## config.mk

```make
export PLATFORM = sky130hd
export DESIGN_NAME = alu_cmd_ctrl_flat
export DESIGN_NICKNAME = d
export VERILOG_FILES = /design/src/rtl/alu_ctrl_pkg.sv /design/src/rtl/alu_cmd_ctrl_if.sv /design/src/rtl/alu_ctrl_txser.sv /design/src/rtl/alu_cmd_ctrl.sv /design/src/flat_wrapper.sv
export SDC_FILE = /design/constraint.sdc
export NUM_CORES = 1
export LEC_CHECK = 0
export ABC_AREA = 1
export BUFFER_PORTS_ARGS = -buffer_cell sky130_fd_sc_hd__buf_4
export CAP_MARGIN = 20
export CORE_MARGIN = 8
export CORE_UTILIZATION = 50
export CTS_BUF_LIST = sky130_fd_sc_hd__clkbuf_8
export DETAILED_ROUTE_END_ITERATION = 12
export PLACE_DENSITY = 0.9
export SYNTH_ARGS = -nofsm -noshare
export SYNTH_HDL_FRONTEND = slang
export SYNTH_HIERARCHICAL = 1
export SYNTH_SLANG_ARGS = --single-unit
export TNS_END_PERCENT = 50
```

## constraint.sdc

```tcl
create_clock -name CLK -period 3.5 [get_ports CLK]
set_input_delay 0.525 -clock CLK [delete_from_list [all_inputs] [get_ports CLK]]
set_output_delay 0.525 -clock CLK [all_outputs]
set_load 0.03 [all_outputs]
```

## src/rtl/alu_ctrl_pkg.sv

```systemverilog
// Shared types and constants for the ALU command controller.
// ERR_CODE and TIMEOUT_CYC are only referenced when ALU_CTRL_TIMEOUT_EN is defined.
package alu_ctrl_pkg;

  typedef enum logic [2:0] {
    IDLE     = 3'd0,
    GET_A    = 3'd1,
    GET_B    = 3'd2,
    GET_FUN  = 3'd3,
    ALU_RUN  = 3'd4,
    WAIT_RES = 3'd5,
    SEND_LO  = 3'd6,
    SEND_HI  = 3'd7
  } ctrl_state_t;

  localparam logic [7:0]  CMD_OPER    = 8'hCC;
  localparam logic [7:0]  CMD_FUNC    = 8'hDD;
  localparam int          TIMEOUT_CYC = 8;
  localparam logic [15:0] ERR_CODE    = 16'h00EE;

endpackage

```

## src/rtl/alu_cmd_ctrl_if.sv

```systemverilog
// RX / ALU / TX signal bundle; the controller sits on the slave modport.
interface alu_cmd_ctrl_if #(
  parameter int Op_Width  = 8,
  parameter int Fun_Width = 4
);
  logic [7:0]            RX_P_DATA;
  logic                  RX_D_VLD;
  logic [Op_Width-1:0]   ALU_A;
  logic [Op_Width-1:0]   ALU_B;
  logic [Fun_Width-1:0]  ALU_FUN;
  logic                  ALU_EN;
  logic [2*Op_Width-1:0] ALU_OUT;
  logic                  OUT_VALID;
  logic [7:0]            TX_P_DATA;
  logic                  TX_D_VLD;
  logic                  TX_BUSY;
  logic                  CTRL_BUSY;

  modport slave (
    input  RX_P_DATA, RX_D_VLD, ALU_OUT, OUT_VALID, TX_BUSY,
    output ALU_A, ALU_B, ALU_FUN, ALU_EN, TX_P_DATA, TX_D_VLD, CTRL_BUSY
  );

  modport master (
    output RX_P_DATA, RX_D_VLD, ALU_OUT, OUT_VALID, TX_BUSY,
    input  ALU_A, ALU_B, ALU_FUN, ALU_EN, TX_P_DATA, TX_D_VLD, CTRL_BUSY
  );
endinterface

```

## src/rtl/alu_ctrl_txser.sv

```systemverilog
// Two-byte result serializer: low byte first, then high byte, each held until the
// transmitter accepts it (valid high and busy low).
module alu_ctrl_txser #(
  parameter int Res_Width = 16
) (
  input  logic                 clk,
  input  logic                 rst_n,
  input  logic                 load,
  input  logic [Res_Width-1:0] result,
  input  logic                 tx_busy,
  output logic                 tx_vld,
  output logic [7:0]           tx_data,
  output logic                 accept
);

  logic hi;

  assign accept = tx_vld & ~tx_busy;

  always_ff @(posedge clk or negedge rst_n) begin
    if (!rst_n) begin
      tx_vld <= 1'b0;
      hi     <= 1'b0;
    end else if (load) begin
      tx_vld <= 1'b1;
      hi     <= 1'b0;
    end else if (accept) begin
      if (hi) tx_vld <= 1'b0;
      hi <= ~hi;
    end
  end

  // Data is a pure function of registers, so it cannot move while the transmitter stalls.
  assign tx_data = !tx_vld ? 8'h00 : (hi ? result[15:8] : result[7:0]);

endmodule

```

## src/rtl/alu_cmd_ctrl.sv

```systemverilog
// Command controller: parses 0xCC/0xDD frames from RX, runs the ALU and returns the result over TX.
// Define ALU_CTRL_TIMEOUT_EN to bound the wait for OUT_VALID and return ERR_CODE on expiry.
import alu_ctrl_pkg::*;

module alu_cmd_ctrl #(
  parameter int Op_Width  = 8,
  parameter int Fun_Width = 4
) (
  input logic           CLK,
  input logic           RST,
  alu_cmd_ctrl_if.slave bus
);

  ctrl_state_t           state, state_nxt;
  logic [Op_Width-1:0]   a_reg, b_reg;
  logic [Fun_Width-1:0]  fun_reg;
  logic [2*Op_Width-1:0] result, res_nxt;
  logic                  res_load;
  logic                  alu_en;
  logic                  tx_accept;

`ifdef ALU_CTRL_TIMEOUT_EN
  localparam int TO_W = $clog2(TIMEOUT_CYC);
  logic [TO_W-1:0] to_cnt;
  logic            to_expired;

  // Held at zero outside WAIT_RES, so every entry starts a fresh count.
  always_ff @(posedge CLK or negedge RST) begin
    if (!RST)                   to_cnt <= '0;
    else if (state != WAIT_RES) to_cnt <= '0;
    else                        to_cnt <= to_cnt + 1'b1;
  end

  assign to_expired = (to_cnt == TO_W'(TIMEOUT_CYC - 1));
`endif

  always_comb begin
    state_nxt = state;
    res_load  = 1'b0;
    res_nxt   = bus.ALU_OUT;
    case (state)
      IDLE: begin
        if (bus.RX_D_VLD) begin
          if (bus.RX_P_DATA == CMD_OPER)      state_nxt = GET_A;
          else if (bus.RX_P_DATA == CMD_FUNC) state_nxt = GET_FUN;
        end
      end
      GET_A:   if (bus.RX_D_VLD) state_nxt = GET_B;
      GET_B:   if (bus.RX_D_VLD) state_nxt = GET_FUN;
      GET_FUN: if (bus.RX_D_VLD) state_nxt = ALU_RUN;
      ALU_RUN: state_nxt = WAIT_RES;
      WAIT_RES: begin
        if (bus.OUT_VALID) begin
          res_load  = 1'b1;
          state_nxt = SEND_LO;
        end
`ifdef ALU_CTRL_TIMEOUT_EN
        else if (to_expired) begin
          res_load  = 1'b1;
          res_nxt   = (2*Op_Width)'(ERR_CODE);
          state_nxt = SEND_LO;
        end
`endif
      end
      SEND_LO: if (tx_accept) state_nxt = SEND_HI;
      SEND_HI: if (tx_accept) state_nxt = IDLE;
      default: state_nxt = IDLE;
    endcase
  end

  // ALU_EN is registered from the next state so it is high exactly for the ALU_RUN cycle.
  always_ff @(posedge CLK or negedge RST) begin
    if (!RST) begin
      state   <= IDLE;
      a_reg   <= '0;
      b_reg   <= '0;
      fun_reg <= '0;
      result  <= '0;
      alu_en  <= 1'b0;
    end else begin
      state  <= state_nxt;
      alu_en <= (state_nxt == ALU_RUN);
      if (bus.RX_D_VLD) begin
        case (state)
          GET_A:   a_reg   <= Op_Width'(bus.RX_P_DATA);
          GET_B:   b_reg   <= Op_Width'(bus.RX_P_DATA);
          GET_FUN: fun_reg <= bus.RX_P_DATA[Fun_Width-1:0];
          default: ;
        endcase
      end
      if (res_load) result <= res_nxt;
    end
  end

  assign bus.ALU_A     = a_reg;
  assign bus.ALU_B     = b_reg;
  assign bus.ALU_FUN   = fun_reg;
  assign bus.ALU_EN    = alu_en;
  assign bus.CTRL_BUSY = (state != IDLE);

  alu_ctrl_txser #(
    .Res_Width (2*Op_Width)
  ) u_txser (
    .clk     (CLK),
    .rst_n   (RST),
    .load    (res_load),
    .result  (result),
    .tx_busy (bus.TX_BUSY),
    .tx_vld  (bus.TX_D_VLD),
    .tx_data (bus.TX_P_DATA),
    .accept  (tx_accept)
  );

endmodule
```

## src/flat_wrapper.sv

```systemverilog
// flat-port wrapper written by rule: the top's interface ports become plain ports
module alu_cmd_ctrl_flat 
#(
  parameter int Op_Width  = 8,
  parameter int Fun_Width = 4
)
  (CLK, RST, bus_RX_P_DATA, bus_RX_D_VLD, bus_ALU_OUT, bus_OUT_VALID, bus_TX_BUSY, bus_ALU_A, bus_ALU_B, bus_ALU_FUN, bus_ALU_EN, bus_TX_P_DATA, bus_TX_D_VLD, bus_CTRL_BUSY);
  alu_cmd_ctrl_if #(.Op_Width(Op_Width), .Fun_Width(Fun_Width)) bus_i ();
  input logic CLK;
  input logic RST;
  input wire logic [$bits(bus_i.RX_P_DATA)-1:0] bus_RX_P_DATA;
  input wire logic [$bits(bus_i.RX_D_VLD)-1:0] bus_RX_D_VLD;
  input wire logic [$bits(bus_i.ALU_OUT)-1:0] bus_ALU_OUT;
  input wire logic [$bits(bus_i.OUT_VALID)-1:0] bus_OUT_VALID;
  input wire logic [$bits(bus_i.TX_BUSY)-1:0] bus_TX_BUSY;
  output wire logic [$bits(bus_i.ALU_A)-1:0] bus_ALU_A;
  output wire logic [$bits(bus_i.ALU_B)-1:0] bus_ALU_B;
  output wire logic [$bits(bus_i.ALU_FUN)-1:0] bus_ALU_FUN;
  output wire logic [$bits(bus_i.ALU_EN)-1:0] bus_ALU_EN;
  output wire logic [$bits(bus_i.TX_P_DATA)-1:0] bus_TX_P_DATA;
  output wire logic [$bits(bus_i.TX_D_VLD)-1:0] bus_TX_D_VLD;
  output wire logic [$bits(bus_i.CTRL_BUSY)-1:0] bus_CTRL_BUSY;
  assign bus_i.RX_P_DATA = bus_RX_P_DATA;
  assign bus_i.RX_D_VLD = bus_RX_D_VLD;
  assign bus_i.ALU_OUT = bus_ALU_OUT;
  assign bus_i.OUT_VALID = bus_OUT_VALID;
  assign bus_i.TX_BUSY = bus_TX_BUSY;
  assign bus_ALU_A = bus_i.ALU_A;
  assign bus_ALU_B = bus_i.ALU_B;
  assign bus_ALU_FUN = bus_i.ALU_FUN;
  assign bus_ALU_EN = bus_i.ALU_EN;
  assign bus_TX_P_DATA = bus_i.TX_P_DATA;
  assign bus_TX_D_VLD = bus_i.TX_D_VLD;
  assign bus_CTRL_BUSY = bus_i.CTRL_BUSY;
  alu_cmd_ctrl #(.Op_Width(Op_Width), .Fun_Width(Fun_Width)) u_core (.CLK(CLK), .RST(RST), .bus(bus_i));
endmodule
```

==> results of run 1 <==
[registers in the layout (all words and copies together) (netlist names)]
name,count
u_core/state,3
u_core/u_txser/hi,1
u_core/bus.ALU_FUN,4
u_core/u_txser/tx_vld,1
u_core/bus.ALU_B,8
u_core/bus.ALU_EN,1
u_core/bus.ALU_A,8
u_core/result,16
[routing by layer]
layer | part of all wire [%] | track usage, % | vias to the layer above
met1 | 44 | 17.8 | 770
met5 | 0 | 0 | -
met3 | 9.1 | 7.37 | 5
met2 | 46 | 25.1 | 54
met4 | 0.86 | 4.72 | 0
li1 | - | - | 852
[critical path: stages, from the launching register on]
cell     delay, ns
dfrtp_1       0.49
inv_1         0.26
nor2_1        0.07
nor2_1        0.13
buf_4         0.18
[power groups by stage]
stage / Combinational [mW] / Clock [mW] / Sequential [mW]
finish: 0.0448 / 0.296 / 0.485
global route: 0.0498 / 0.326 / 0.485
CTS: 0.0455 / 0.305 / 0.485
detailed placement: 0.0453 / 0 / 0.494
global placement: 0.0444 / 0 / 0.494
floorplan: 0.00794 / 0 / 0.495
[metrics by stage]
step	power, mW	hold WS, ns
after detailed placement	0.540	0.460
after CTS	0.836	0.215
after global routing	0.861	0.236
after global placement	0.539	0.456
after floorplan	0.503	0.229
final	0.826	0.206
[cell type report]
class	count	area, um2
Clock buffer	5	68.8
Clock inverter	3	17.5
Fill cell	318	1220
Inverter	21	83.8
Multi-Input combinational cell	168	712
Sequential cell	42	1050
Tap cell	48	60.1
Timing Repair Buffer	59	443
[placed cells by master, fill, tap and decap left out, types with 2 or more instances in the layout]
cell type | netlist | layout
o21ai_1 | 3 | 3
inv_1 | 19 | 20
clkbuf_8 | 0 | 5
nor2_4 | 2 | 2
o21ai_0 | 25 | 25
nand3_1 | 7 | 7
dfrtp_1 | 42 | 42
nand2_1 | 98 | 98
a21oi_1 | 2 | 2
buf_4 | 0 | 59
nor2_1 | 27 | 27
[kinds of logic (layout without fill, tap and decap cells)]
group	after synthesis	count (layout)	share of synthesized area, %
AND/OR/NAND/NOR	137	137	29.1
buffers and inverters	27	88	7.48
AO/OA/AOI/OAI	31	31	8.27
flip-flops	42	42	55.2
[worst paths after layout]
| path | start | endpoint | slack (ns) | depth (start not counted) |
|---|---|---|---|---|
| worst max-delay path | u_core/u_txser/hi | bus_TX_P_DATA[4] | 1.56 | 4 |
| worst min-delay path | RST | u_core/result[11] | 0.21 | 1 |
| worst max register to register | u_core/state[1] | u_core/u_txser/hi | 2.04 | 8 |
| worst min register to register | u_core/result[0] | u_core/result[0] | 0.48 | 2 |
| max in group asynchronous | RST | u_core/bus.ALU_A[5] | 2.93 | 1 |
| min in group CLK | bus_ALU_OUT[11] | u_core/result[11] | 0.42 | 3 |
==> metrics.txt, run 1 <==
top cells by area, synth=dfrtp_1 (55%), nand2_1 (19%), o21ai_0 (6.6%); synth cell count leaders=nand2_1 (98), dfrtp_1 (42), nor2_1 (27); max-slew violation count=0; # nets final=326; Antenna Nets Post-Route=0; RSZ-0062 raised after global routing=false; number of diodes=0; Layout area overhead=27.8%; final setup violation count=0; PwrDens=339 nW/um2; Tightest Pin Transition=0.522 ns; Remaining Overflow, GRT=0; final core occ=66.5%; DRT iter0 DRCs=112; Critical Path RT=2.97 ns; syn nets=266; die width=77.7 um; Max Clk Rate=0.514 GHz; routed wire length=4.64 mm; Worst-Skew Late Latency=0.29 ns; die height=77.7 um; Die ar.=6040 um2; area share of the largest cell type after synthesis=55.2%; Comb pwr share=5.4%; Hold WC Path Type=in2async; Layout Cells excl Fill=346; clock buffer count from CTS=5; Detail Placement HPWL=3.43 mm; Static Leak=1.40 nW; Mapped Cells=237; Finished Cell Area=2440 um2; Post-synth top flop=dfrtp_1; vias in the first global route=1702; setup ws final=1.56 ns; Port Buffers=59; Worst Path Arrival=1.42 ns; ys async rst share=100%; placed cell area=2350 um2; DRC=0; Sink Count=42; Rel. slew slack=65.2%; Fin Clk Skew=0.00512 ns; CTS resizes=0; status=complete, no violations; number of max-cap violations=0; Seq pwr share=58.7%; Worst setup SP type=register; # rows=22; Max VDD drop=0.213 mV; total number of vias=1681; Yosys Warn Count=6; CTS tree=done; first-pass GRT wire length=7.85 mm; Sw Ratio=21.9%; fin crit period=1.94 ns; Crit Path Class=reg2out; Post-Route Setup TNS=0 ns; number of synthesized flops with an enable pin=0; sequential share of the synthesized area=55.2%; routed length per instance=13.4 um; Max Fanout on Critical Path=11; # hold bufs at CTS=0; clock power share=35.9%; largest net degree at the start of global routing=43; total setup buffers inserted after CTS=0; drt pass-1 iters=5; Initial Util=52.1%; gr usage total=15.5%; Clock transition at path regs=0.08 ns; Yosys top cell by area=dfrtp_1; Period Utilization, post-route=55.6%; placed cells=338; RePlAce Congestion=0.756; initial antenna violation count=0; syn_area_per_cell=8.04 um2; I/O pin total=60; DR vias/cell=4.86; setup slack at placement=1.88 ns; CTS max path bufs=2; dominant cell by count in the synthesized netlist=nand2_1; net switching power=181 uW; layout cells sized above 1=24.5%; clock root cell=clkbuf_8; final hold violations=0; Post-Syn Area=1910 um2; #FFs+latches synth=42; area of the core=3660 um2; Internal=645 uW; Yosys cell types=18; CTS H-tree lvls=2; Worst Setup End Kind=primary output
Note: power is estimated with default switching activity, not from simulation.
==> inputs of run 2 (changes only) <==
==> constraint.sdc (replaced) <==
create_clock -name CLK -period 1.8 [get_ports CLK]
set_input_delay 0.27 -clock CLK [delete_from_list [all_inputs] [get_ports CLK]]
set_output_delay 0.27 -clock CLK [all_outputs]
set_load 0.03 [all_outputs]
==> run 2 against run 1 <==
Effect of this change: global-route usage increased by 0.24 points; cell area increased by 0.41%; critical path depth unchanged; clock skew increased by 0.00091 ns; setup slack got worse by 1.4 ns; sequential power increased by 94%; non-clock buffer count increased by 1; via count increased by 2.8%; total power increased by 96%; hold slack got worse by 0.036 ns; sequential cell count unchanged; count of clock-buffer cells in the layout unchanged.
==> metrics.txt, run 2 (synthesis gave the netlist of run 1 again) <==
max-slew violation count=0; RePlAce Congestion=0.788; final hold violations=0; commonest non-fill, non-tap cell in the layout=nand2_1; setup ws final=0.121 ns; Max Clk Rate=0.596 GHz; critical path's slowest cell=dfrtp_1; Largest register FFs=16; Tightest Pin Transition=0.511 ns; Worst Setup EP=bus_TX_P_DATA[4]; DRT iter0 DRCs=120; Design Power=1.61 mW; launching point of the worst reg2reg path=u_core/state[1]; total setup buffers inserted after CTS=0; reg2reg path depth=8; die height=77.7 um; clock buffer count from CTS=5; Max Fanout on Critical Path=11; DRC=0; status=complete, no violations; PwrDens=660 nW/um2; Most common cell on crit path=nor2_1; Static Leak=1.40 nW; gr usage total=15.8%; Rel. slew slack=66.0%; CTS H-tree lvls=2; RSZ-0062 raised after global routing=false; DR vias/cell=4.98; largest net degree at the start of global routing=43; total number of vias=1728; setup slack at placement=0.439 ns; Sink Count=42; Remaining Overflow, GRT=0; register-to-register setup slack=0.42 ns; fin crit period=1.68 ns; clock root cell=clkbuf_8; Hold WC Path Type=in2reg; Period Utilization, post-route=93.3%; placed cell area=2350 um2; Initial Util=52.1%; CTS tree=done; I/O pin total=60; Crit Path Class=reg2out; routed length per instance=13.3 um; CTS resizes=0; Clock transition at path regs=0.08 ns; # rows=22; slowest stage delay, CP=0.49 ns; Fin Clk Skew=0.00603 ns; CP cell instances=inv_1, nor2_1, nor2_1, buf_4; CTS max path bufs=2; Max VDD drop=0.544 mV; CP bufs+invs=2; Worst Setup End Kind=primary output; reg2reg end=u_core/u_txser/hi; Biggest register=u_core/result; final setup violation count=0; # hold bufs at CTS=1; Finished Cell Area=2450 um2; initial antenna violation count=0; number of diodes=0; commonest cells after routing, fill and taps aside=nand2_1 (98), buf_4 (59), dfrtp_1 (42), nor2_1 (27), o21ai_0 (25); CP Launch Point=u_core/u_txser/hi; Die ar.=6040 um2; # nets final=327; critical path depth in cells=4; Layout area overhead=28.4%; routed wire length=4.62 mm; Worst setup SP type=register; area of the core=3660 um2; layout cells sized above 1=24.4%; number of max-cap violations=0; Worst Path Arrival=1.41 ns; drt pass-1 iters=4; Top Family by Delay on Critical Path=flip-flops; Worst-Skew Late Latency=0.29 ns; Detail Placement HPWL=3.49 mm; die width=77.7 um; Port Buffers=59; Critical Path RT=1.53 ns; vias in the first global route=1721; Post-Route Setup TNS=0 ns; first-pass GRT wire length=7.84 mm; Antenna Nets Post-Route=0
## run 2: cell count changes in the layout (fill, tap and decap cells not counted)
cell | before | now
dlygate4sd3_1 | 0 | 1
## run 2: worst min path at each step
stage | from | to | slack (ns) | depth (start not counted)
floorplan | RST | u_core/bus.ALU_A[0] | -0.03 | 0
global placement | RST | u_core/result[9] | 0.28 | 1
detailed placement | RST | u_core/result[10] | 0.28 | 1
CTS | bus_ALU_OUT[11] | u_core/result[11] | 0.16 | 3
global route | bus_ALU_OUT[13] | u_core/result[13] | 0.16 | 3
finish | bus_ALU_OUT[11] | u_core/result[11] | 0.17 | 3
## run 2: worst min-delay path: stages
cell and delay [ns]:
buf_4 0.08, nand2_1 0.04, nand2_1 0.04
## run 2: per-layer routing
metal  up-vias  share of wire, %  GRT usage [%]
li1        855                 -              -
met1       800                43           18.7
met2        65                46           25.0
met3         8               9.4           6.57
met4         0               1.5           5.66
met5         -                 0              0
## run 2: area by class of cell
cell class / count / area (um2)
fillers: 325 / 1210
flip-flops and latches: 42 / 1050
multi-input cells: 168 / 712
repair buffers: 60 / 453
inverters: 21 / 83.8
clock buffers: 5 / 68.8
well taps: 48 / 60.1
clock inverters: 3 / 17.5
## run 2: per-stage QoR
stage / hold WS (ns) / utilization [%] / std cells
6_report: 0.170 / 66.8 / 347
5_1_grt: 0.164 / 66.8 / 347
4_1_cts: 0.161 / 66.8 / 347
3_5_place_dp: 0.278 / 64.2 / 338
3_3_place_gp: 0.281 / 64.2 / 338
2_1_floorplan: -0.0256 / - / 237
## run 2: where the power goes
part / leakage, nW / internal (mW) / switching, mW
clock network: 0.0493 / 0.268 / 0.316
logic: 0.780 / 0.0445 / 0.0444
registers: 0.571 / 0.943 / 0
